==> src/rtl/cache_ram_ctrl_pkg.sv <==
// rtl/cache_ram_ctrl_pkg.sv - shared types and sizing helpers for cache_ram_ctrl
//
// Purpose: FSM state encoding, address-width helper and byte-enable width
//          expression used by the controller and its merge sub-module.
// Ports:   none (package).

package cache_ram_ctrl_pkg;

  typedef enum logic {
    ST_CLEAR = 1'b0,
    ST_RUN   = 1'b1
  } state_e;

  // Ceiling log2, never smaller than 1 so a 1-entry array still gets a port.
  function automatic int log2_ceil(input int value);
    int bits;
    bits = 0;
    for (int i = 0; i < 31; i++) begin
      if ((1 << i) < value) begin
        bits = i + 1;
      end
    end
    return (bits < 1) ? 1 : bits;
  endfunction

  function automatic int be_width(input int width);
    return (width + 7) / 8;
  endfunction

endpackage

==> src/rtl/cache_ram_fwd_merge.sv <==
// rtl/cache_ram_fwd_merge.sv - byte-wise merge of forwarded write data over RAM read data
//
// Purpose: when a forward hit is flagged, every byte enabled in fwd_be_i is
//          taken from fwd_data_i, every other byte from ram_data_i.
// Ports:   hit_i      - forward hit (registered write matches registered read)
//          fwd_data_i - data of the write being forwarded
//          fwd_be_i   - byte enables of that write
//          ram_data_i - raw RAM read data
//          merged_o   - merged read data

module cache_ram_fwd_merge
  import cache_ram_ctrl_pkg::*;
#(
  parameter int  WIDTH = 32,
  localparam int BE    = be_width(WIDTH)
) (
  input  logic             hit_i,
  input  logic [WIDTH-1:0] fwd_data_i,
  input  logic [BE-1:0]    fwd_be_i,
  input  logic [WIDTH-1:0] ram_data_i,
  output logic [WIDTH-1:0] merged_o
);

  // Bit-wise loop so a WIDTH that is not a multiple of 8 still maps each
  // bit to the byte enable that covers it.
  always_comb begin
    merged_o = ram_data_i;
    for (int i = 0; i < WIDTH; i++) begin
      if (hit_i && fwd_be_i[i/8]) begin
        merged_o[i] = fwd_data_i[i];
      end
    end
  end

endmodule

==> src/rtl/cache_ram_ctrl.sv <==
// rtl/cache_ram_ctrl.sv - clear sweep, write-port arbitration and read forwarding for a cache RAM
//
// Purpose: clears the array after reset or flush, arbitrates the single RAM
//          write port between refill (A) and store (B), and forwards the
//          write on the RAM bus into the read result, since the RAM's
//          mixed-port read-during-write result is undefined.
// Ports:   clk, rst                     - clock, async active-high reset
//          flushReq / initBusy          - start clear sweep / sweep in progress
//          aWrite* / aWriteGrant        - refill write request and grant
//          bWrite* / bWriteGrant        - store write request and grant
//          readAddress / readData       - read request, result one cycle later
//          ramReadAddress / ramReadData - RAM read port
//          ramWrite*                    - registered RAM write port

module cache_ram_ctrl
  import cache_ram_ctrl_pkg::*;
#(
  parameter int               WIDTH        = 32,
  parameter int               DEPTH        = 256,
  parameter logic [WIDTH-1:0] INIT_VALUE   = '0,
  parameter int               STARVE_LIMIT = 4,
  localparam int              ADDR_WIDTH   = log2_ceil(DEPTH),
  localparam int              BE           = be_width(WIDTH)
) (
  input  logic                  clk,
  input  logic                  rst,
  input  logic                  flushReq,
  output logic                  initBusy,
  input  logic                  aWriteReq,
  input  logic [ADDR_WIDTH-1:0] aWriteAddress,
  input  logic [WIDTH-1:0]      aWriteData,
  input  logic [BE-1:0]         aWriteByteEnable,
  output logic                  aWriteGrant,
  input  logic                  bWriteReq,
  input  logic [ADDR_WIDTH-1:0] bWriteAddress,
  input  logic [WIDTH-1:0]      bWriteData,
  input  logic [BE-1:0]         bWriteByteEnable,
  output logic                  bWriteGrant,
  input  logic [ADDR_WIDTH-1:0] readAddress,
  output logic [WIDTH-1:0]      readData,
  output logic [ADDR_WIDTH-1:0] ramReadAddress,
  input  logic [WIDTH-1:0]      ramReadData,
  output logic [ADDR_WIDTH-1:0] ramWriteAddress,
  output logic [WIDTH-1:0]      ramWriteData,
  output logic                  ramWriteEnable,
  output logic [BE-1:0]         ramWriteByteEnable
);

  localparam int SW = log2_ceil(STARVE_LIMIT);

  state_e                state_q, state_d;
  logic [ADDR_WIDTH-1:0] sweep_q, sweep_d;
  logic [SW-1:0]         starve_q, starve_d;
  logic                  grant_a, grant_b;

  logic                  wr_en_q, wr_en_d;
  logic [ADDR_WIDTH-1:0] wr_addr_q, wr_addr_d;
  logic [WIDTH-1:0]      wr_data_q, wr_data_d;
  logic [BE-1:0]         wr_be_q, wr_be_d;

  logic [ADDR_WIDTH-1:0] rd_addr_q;
  logic                  fwd_en_q;
  logic [ADDR_WIDTH-1:0] fwd_addr_q;
  logic [WIDTH-1:0]      fwd_data_q;
  logic [BE-1:0]         fwd_be_q;
  logic                  init_rd_q;
  logic [WIDTH-1:0]      merged;

  always_comb begin
    state_d   = state_q;
    sweep_d   = sweep_q;
    starve_d  = starve_q;
    grant_a   = 1'b0;
    grant_b   = 1'b0;
    wr_en_d   = 1'b0;
    wr_addr_d = wr_addr_q;
    wr_data_d = wr_data_q;
    wr_be_d   = wr_be_q;

    case (state_q)
      ST_CLEAR: begin
        wr_en_d   = 1'b1;
        wr_addr_d = sweep_q;
        wr_data_d = INIT_VALUE;
        wr_be_d   = '1;
        sweep_d   = sweep_q + ADDR_WIDTH'(1);
        starve_d  = '0;
        if (sweep_q == ADDR_WIDTH'(DEPTH - 1)) begin
          state_d = ST_RUN;
          sweep_d = '0;
        end
      end

      ST_RUN: begin
        if (flushReq) begin
          state_d = ST_CLEAR;
          sweep_d = '0;
        end else begin
          // A has priority until B has watched STARVE_LIMIT-1 A grants go by.
          if (aWriteReq && bWriteReq) begin
            if (starve_q == SW'(STARVE_LIMIT - 1)) begin
              grant_b = 1'b1;
            end else begin
              grant_a = 1'b1;
            end
          end else begin
            grant_a = aWriteReq;
            grant_b = bWriteReq;
          end

          if (grant_b || !bWriteReq) begin
            starve_d = '0;
          end else if (grant_a) begin
            starve_d = starve_q + SW'(1);
          end

          if (grant_a) begin
            wr_en_d   = 1'b1;
            wr_addr_d = aWriteAddress;
            wr_data_d = aWriteData;
            wr_be_d   = aWriteByteEnable;
          end else if (grant_b) begin
            wr_en_d   = 1'b1;
            wr_addr_d = bWriteAddress;
            wr_data_d = bWriteData;
            wr_be_d   = bWriteByteEnable;
          end
        end
      end

      default: begin
        state_d = ST_CLEAR;
        sweep_d = '0;
      end
    endcase
  end

  always_ff @(posedge clk or posedge rst) begin
    if (rst) begin
      state_q   <= ST_CLEAR;
      sweep_q   <= '0;
      starve_q  <= '0;
      wr_en_q   <= 1'b0;
      wr_addr_q <= '0;
      wr_data_q <= '0;
      wr_be_q   <= '0;
    end else begin
      state_q   <= state_d;
      sweep_q   <= sweep_d;
      starve_q  <= starve_d;
      wr_en_q   <= wr_en_d;
      wr_addr_q <= wr_addr_d;
      wr_data_q <= wr_data_d;
      wr_be_q   <= wr_be_d;
    end
  end

  // Snapshot of the write on the RAM bus during the read cycle; the RAM
  // commits it on the same edge it samples the read, so it must be forwarded.
  // init_rd_q comes out of reset set because initBusy is high during reset.
  always_ff @(posedge clk or posedge rst) begin
    if (rst) begin
      rd_addr_q  <= '0;
      fwd_en_q   <= 1'b0;
      fwd_addr_q <= '0;
      fwd_data_q <= '0;
      fwd_be_q   <= '0;
      init_rd_q  <= 1'b1;
    end else begin
      rd_addr_q  <= readAddress;
      fwd_en_q   <= wr_en_q;
      fwd_addr_q <= wr_addr_q;
      fwd_data_q <= wr_data_q;
      fwd_be_q   <= wr_be_q;
      init_rd_q  <= (state_q == ST_CLEAR);
    end
  end

  cache_ram_fwd_merge #(
    .WIDTH(WIDTH)
  ) u_merge (
    .hit_i     (fwd_en_q && (fwd_addr_q == rd_addr_q)),
    .fwd_data_i(fwd_data_q),
    .fwd_be_i  (fwd_be_q),
    .ram_data_i(ramReadData),
    .merged_o  (merged)
  );

  assign readData           = init_rd_q ? INIT_VALUE : merged;
  assign initBusy           = (state_q == ST_CLEAR);
  assign aWriteGrant        = grant_a;
  assign bWriteGrant        = grant_b;
  assign ramReadAddress     = readAddress;
  assign ramWriteEnable     = wr_en_q;
  assign ramWriteAddress    = wr_addr_q;
  assign ramWriteData       = wr_data_q;
  assign ramWriteByteEnable = wr_be_q;

endmodule
==> config.mk <==
export PLATFORM = sky130hd
export DESIGN_NAME = cache_ram_ctrl
export DESIGN_NICKNAME = d
export VERILOG_FILES = /design/src/rtl/cache_ram_ctrl_pkg.sv /design/src/rtl/cache_ram_fwd_merge.sv /design/src/rtl/cache_ram_ctrl.sv
export SDC_FILE = /design/constraint.sdc
export NUM_CORES = 1
export LEC_CHECK = 0
export BUFFER_PORTS_ARGS = -buffer_cell sky130_fd_sc_hd__buf_2
export CAP_MARGIN = 20
export CORE_UTILIZATION = 49
export CTS_BUF_LIST = sky130_fd_sc_hd__clkbuf_2 sky130_fd_sc_hd__clkbuf_4 sky130_fd_sc_hd__clkbuf_8
export CTS_CLUSTER_DIAMETER = 50
export DETAILED_ROUTE_END_ITERATION = 10
export PLACE_DENSITY = 0.82
export SLEW_MARGIN = 20
export SYNTH_ARGS = -nofsm -noshare
export SYNTH_HDL_FRONTEND = slang
export SYNTH_SLANG_ARGS = --single-unit
==> constraint.sdc <==
create_clock -name clk -period 4.1 [get_ports clk]
set_clock_uncertainty 0.1 [all_clocks]
set_input_delay 0.615 -clock clk [delete_from_list [all_inputs] [get_ports clk]]
set_output_delay 0.615 -clock clk [all_outputs]
set_load 0.1 [all_outputs]
==> results of run 1 <==
-- worst min-delay path by stage --
| stage | depth (start not counted) | slack, ns | to |
|---|---|---|---|
| floorplan | 1 | 0.39 | sweep_q[5] |
| global placement | 0 | 0.28 | fwd_data_q[7] |
| detailed placement | 0 | 0.28 | fwd_en_q |
| CTS | 1 | 0.26 | rd_addr_q[4] |
| global route | 1 | 0.26 | rd_addr_q[5] |
| finish | 1 | 0.28 | rd_addr_q[0] |
-- layer usage --
layer  vias to the layer above  track usage [%]  share of wire (%)  wire length, um
met3                        16             5.11                4.7              581
met4                         0             6.07                1.5              188
met1                      1966             27.9                 41             5040
met5                         -                0                  0                0
met2                       140             40.9                 53             6490
li1                       1946                -                  -                -
-- Yosys cell counts (2+ instances only) --
master / number
a21o_1: 2
a21oi_1: 5
a311oi_1: 3
a31oi_1: 11
a41oi_1: 2
and3_1: 2
buf_2: 6
buf_4: 8
clkbuf_1: 17
dfrtp_1: 109
ha_1: 2
inv_1: 9
mux2i_1: 64
nand2_1: 62
nand2b_1: 67
nand3_1: 4
nor2_1: 15
nor4_4: 4
o21ai_0: 36
o22ai_1: 6
xnor2_1: 5
xnor2_2: 2
-- power by group --
group / switching, mW / internal [mW] / total, mW
Clock: 0.346 / 0.246 / 0.592
Combinational: 0.717 / 0.252 / 0.970
Sequential: 0.130 / 1.20 / 1.33
Total: 1.19 / 1.70 / 2.90
-- state kept, by name, indices dropped and copies added (netlist names) --
signal,count
fwd_addr_q,8
fwd_be_q,4
fwd_data_q,32
fwd_en_q,1
init_rd_q,1
ramWriteAddress,8
ramWriteByteEnable,4
ramWriteData,32
ramWriteEnable,1
rd_addr_q,8
starve_q,2
state_q,1
sweep_q,8
-- per-stage QoR --
| step | setup WS (ns) | instance area [um^2] | util [%] | instances | hold WS (ns) |
|---|---|---|---|---|---|
| 2_1_floorplan | 0.364 | 5040 | - | 458 | 0.389 |
| 3_3_place_gp | 1.10 | 6180 | 62.7 | 782 | 0.281 |
| 3_5_place_dp | 1.02 | 6180 | 62.7 | 782 | 0.276 |
| 4_1_cts | 0.610 | 6360 | 64.4 | 798 | 0.259 |
| 5_1_grt | 0.503 | 6370 | 64.5 | 798 | 0.256 |
| 6_report | 0.654 | 6370 | 64.5 | 798 | 0.280 |
-- final cells by class --
cell class / count / area (um^2)
clock buffer: 12 / 146
clock inverter: 4 / 30.0
fill: 821 / 3500
inverter: 9 / 38.8
multi-input combinational: 307 / 2110
sequential: 110 / 2750
tap: 133 / 166
timing repair buffer: 223 / 1120
-- cell usage in the layout (no fill, tap or decap), types with 2 or more instances in the layout --
| cell type | instances |
|---|---|
| nand2b_1 | 67 |
| a21oi_1 | 5 |
| mux2i_1 | 64 |
| nand2_1 | 62 |
| inv_6 | 3 |
| ha_1 | 2 |
| and3_1 | 2 |
| nor2_1 | 15 |
| clkbuf_4 | 3 |
| a21o_1 | 2 |
| dfrtp_1 | 109 |
| buf_2 | 220 |
| a31oi_1 | 11 |
| o22ai_1 | 6 |
| clkbuf_8 | 9 |
| xnor2_2 | 2 |
| o21ai_0 | 35 |
| xnor2_1 | 5 |
| nor4_4 | 4 |
| inv_1 | 8 |
| a41oi_1 | 2 |
| a311oi_1 | 3 |
| nand3_1 | 4 |
| buf_4 | 3 |
-- cells by family after synthesis --
| logic type | Yosys count | synth area share, % |
|---|---|---|
| AOI/OAI and AO/OA | 72 | 8.86 |
| xor gates and xnor gates | 8 | 2.06 |
| adders and majority gates | 2 | 0.496 |
| buffers and inverters | 41 | 3.80 |
| DFF | 110 | 54.6 |
| muxes | 65 | 12.9 |
| and+or+nand+nor | 160 | 17.2 |
==> flow_summary.toml, run 1 <==
[layout]
final_layout_size_suffix_gt1_share_pct = 38.0
antenna_cells = 0
nNetsFinal = 795
area_growth_pct = 26.3

[worst_hold_path]
min_from = "readAddress[0]"
min_path_type = "in2reg"

[global_route]
grt_pass1_wl_um = 18400
grt_start_max_net_pins = 95
grt_pass1_vias = 3873
grt_use_total_pct = 22.8
antenna_found_initial = 0
gr-total-overflow = 0

[logic_synthesis]
yosysTopAreaCellShare_pct = 54.1
ys.flop_type = "dfrtp_1"
yosysSeqAreaShare_pct = 54.6
synthCells = 458
async_reset_ff_share_pct = 100
syn_area_mm2 = 0.00504
postSynthAreaPerCell_um2 = 11.0
synth.area.top_cells = "dfrtp_1 54%, mux2i_1 13%, nand2b_1 8.3%, nand2_1 4.6%, o21ai_0 3.6%"
synth_cell_types = 39
yosys_warnings = 0
synth-seq-cells = 110
yosysTopAreaCell = "dfrtp_1"
synth_nets = 593
synth_edf_count = 0

[floorplan]
rows = 36
core-area_mm2 = 0.00986
initial_core_util_pct = 51.1
die_width_um = 103
io_pins = 221
dieHeight_um = 103
die_area_mm2 = 0.0107

[setup_path]
endpoint_kind = "output pin"
worstPathArrival_ns = 2.73
r2r-end = "ramWriteAddress[7]"
r2r_start = "state_q"
crit_family = "simple AND/OR/NAND/NOR gates"
rrSetupSlack_ns = 1.74
setup.worst_path.class = "reg2out"
r2r_cells = 4
critPathMaxStageDelay_ns = 0.81
crit_end = "readData[12]"
path_max_fanout = 8
path_buf_inv = 1
crit_chain = "xnor2_1 -> nand3_2 -> nor4_4 -> mux2i_1 -> buf_2"
timing.critical_path.from = "rd_addr_q[2]"
crit_cells = 5
crit_path_start_kind = "flop"
slowest_stage = "nor4_4"
critPathRequiredTime_ns = 3.38

[sta]
worst_pin_slew_ns = 0.858
timing.final.setup_violations = 0
slew_headroom_pct = 42.4
rsz0062_at_grt = "false"
maxSlewViolCount = 0
hold_viol_final = 0
fin_crit_sh_pct = 84.1
fmax_ghz = 0.290
fin_setup_tns_ns = 0
fin_crit_ns = 3.45

[pwr]
p_leak_nw = 3.21
ir_drop_uv = 238
p_total_mw = 2.90
powerDensity_mw_per_mm2 = 455

[placement]
place_congestion = 0.819
io_buffers = 220
dp_hpwl_um = 9240

[clock_network]
clk_pin_slew_ns = 0.10
cts_htree_levels = 3
clock_latency_ns = 0.34
cts_sinks = 110
cts_max_path_buffers = 2
cts_tree = "built"
cts_setup_buffers = 0
numCtsBuffers = 9
cts_resized = 0
holdBufCountCts = 0
cts_root_buffer = "clkbuf_8"

[drt]
routed_wl_um = 12300
ant_nets = 0
wire_per_inst_um = 15.4
viasPerCell = 5.10
num_vias = 4068
drcViolationCount = 0
drt_pass1_iterations = 4
drtIter0Drc = 102

[flow_run]
drv_cap = 0

[status]
outcome = "finished clean"
Note: power is estimated with default switching activity, not from simulation.
==> run 2: changes to the inputs <==
==> constraint.sdc (replaced) <==
create_clock -name clk -period 3.4 [get_ports clk]
set_clock_uncertainty 0.1 [all_clocks]
set_input_delay 0.51 -clock clk [delete_from_list [all_inputs] [get_ports clk]]
set_output_delay 0.51 -clock clk [all_outputs]
set_load 0.1 [all_outputs]
==> run 2 against run 1 <==
  * Final area increased by 1.6%
  * Register-to-register slack got worse by 0.72 ns
  * Clock power is 37% higher
  * Sequential power rose by 21%
  * Global-route usage rose by 0.73 points
  * Count of clock-buffer cells in the layout shrank 1
  * Setup slack got worse by 0.31 ns
  * Via count up 0.32%
  * Largest cell class unchanged
  * Worst hold slack got worse by 0.12 ns
  * Flip-flop and latch count stayed put
  * Non-clock buffer count up 7
==> flow_summary.toml, run 2 (synthesis results as in run 1) <==
[sta]
fin_hold_ws_ns = 0.157
fin_crit_ns = 3.05
maxSlewViolCount = 0
fin_setup_tns_ns = 0
rsz0062_at_grt = "false"
fin_crit_sh_pct = 89.9
hold_viol_final = 0
timing.final.setup_violations = 0
fmax_ghz = 0.327
worst_pin_slew_ns = 0.841
slew_headroom_pct = 43.9

[setup_path]
crit_chain = "xnor2_1 -> nand3_1 -> nor4_4 -> buf_4 -> mux2i_1 -> buf_2"
worstPathArrival_ns = 2.44
critPathRequiredTime_ns = 2.79
endpoint_kind = "output pin"
path_buf_inv = 2
timing.critical_path.from = "rd_addr_q[3]"
slowest_stage = "buf_2"
r2r_start = "state_q"
rrSetupSlack_ns = 1.02
crit_family = "buffers and inverters"
path_max_fanout = 8
r2r_cells = 4
setup.worst_path.class = "reg2out"
crit_path_start_kind = "flop"
critPathMaxStageDelay_ns = 0.46
r2r-end = "ramWriteAddress[7]"
crit_cells = 6

[drt]
drtIter0Drc = 136
drt_pass1_iterations = 4
ant_nets = 0
num_vias = 4081
routed_wl_um = 12400
drcViolationCount = 0
viasPerCell = 5.07
wire_per_inst_um = 15.4

[layout]
fin_area_mm2 = 0.00647
layout_commonest_cell = "buf_2"
area_growth_pct = 28.3
antenna_cells = 0
post-route-util_pct = 65.6
final_layout_size_suffix_gt1_share_pct = 38.7
nNetsFinal = 802
most-common-layout-cells = "220 x buf_2, 109 x dfrtp_1, 67 x nand2b_1, 64 x mux2i_1, 62 x nand2_1"

[global_route]
grt_pass1_vias = 3953
grt_use_total_pct = 23.6
grt_start_max_net_pins = 65
grt_pass1_wl_um = 18900
antenna_found_initial = 0
gr-total-overflow = 0

[pwr]
p_leak_nw = 3.26
powerDensity_mw_per_mm2 = 556
ir_drop_uv = 444

[worst_hold_path]
min_path_type = "in2async"

[clock_network]
cts_max_path_buffers = 2
cts_tree = "built"
holdBufCountCts = 0
cts_htree_levels = 3
cts_resized = 0
clk_pin_slew_ns = 0.10
clock_latency_ns = 0.36
cts_sinks = 110
cts_setup_buffers = 0
cts_root_buffer = "clkbuf_8"
numCtsBuffers = 9

[floorplan]
io_pins = 221
die_width_um = 103
core-area_mm2 = 0.00986
dieHeight_um = 103
initial_core_util_pct = 51.1
rows = 36
die_area_mm2 = 0.0107

[placement]
dp_hpwl_um = 9520
placed_cell_area_mm2 = 0.00625
io_buffers = 220
place_congestion = 0.864

[flow_run]
drv_cap = 0

[status]
outcome = "finished clean"
-- run 2: how the worst max path moves through the flow --
stage / to / slack [ns]
2_1_floorplan: readData[0] / -0.23
6_report: readData[11] / 0.35
4_1_cts: readData[11] / 0.31
3_5_place_dp: readData[11] / 0.73
3_3_place_gp: readData[0] / 0.81
5_1_grt: readData[1] / 0.20
-- run 2: metal layers --
metal / part of all wire [%] / vias up / GRT usage [%] / wire, um
met4: 1.1 / 0 / 6.61 / 134
met3: 4.5 / 12 / 3.83 / 553
met1: 41 / 1981 / 28.8 / 5010
li1: - / 1960 / - / -
met2: 54 / 128 / 43.1 / 6670
met5: 0 / - / 0 / 0
-- run 2: power by group --
part           switching [mW]  internal (mW)  total (mW)
registers               0.159           1.45        1.61
logic                   0.868          0.308        1.18
clock network           0.425          0.388       0.812
total                    1.45           2.15        3.60
-- run 2: through the flow --
| stage | power (mW) | std cells | worst slack (ns) |
|---|---|---|---|
| finish | 3.60 | 805 | 0.345 |
| global route | 3.75 | 805 | 0.197 |
| CTS | 3.63 | 805 | 0.305 |
| detailed placement | 2.82 | 789 | 0.732 |
| global placement | 2.78 | 789 | 0.809 |
| floorplan | 2.54 | 458 | -0.231 |
-- run 2: layout make-up --
class	instances	area, um^2
Fill cell	803	3390
Timing Repair Buffer	230	1190
Sequential cell	110	2750
Tap cell	133	166
Clock buffer	11	151
Inverter	9	37.5
Multi-Input combinational cell	307	2110
Clock inverter	5	65.1
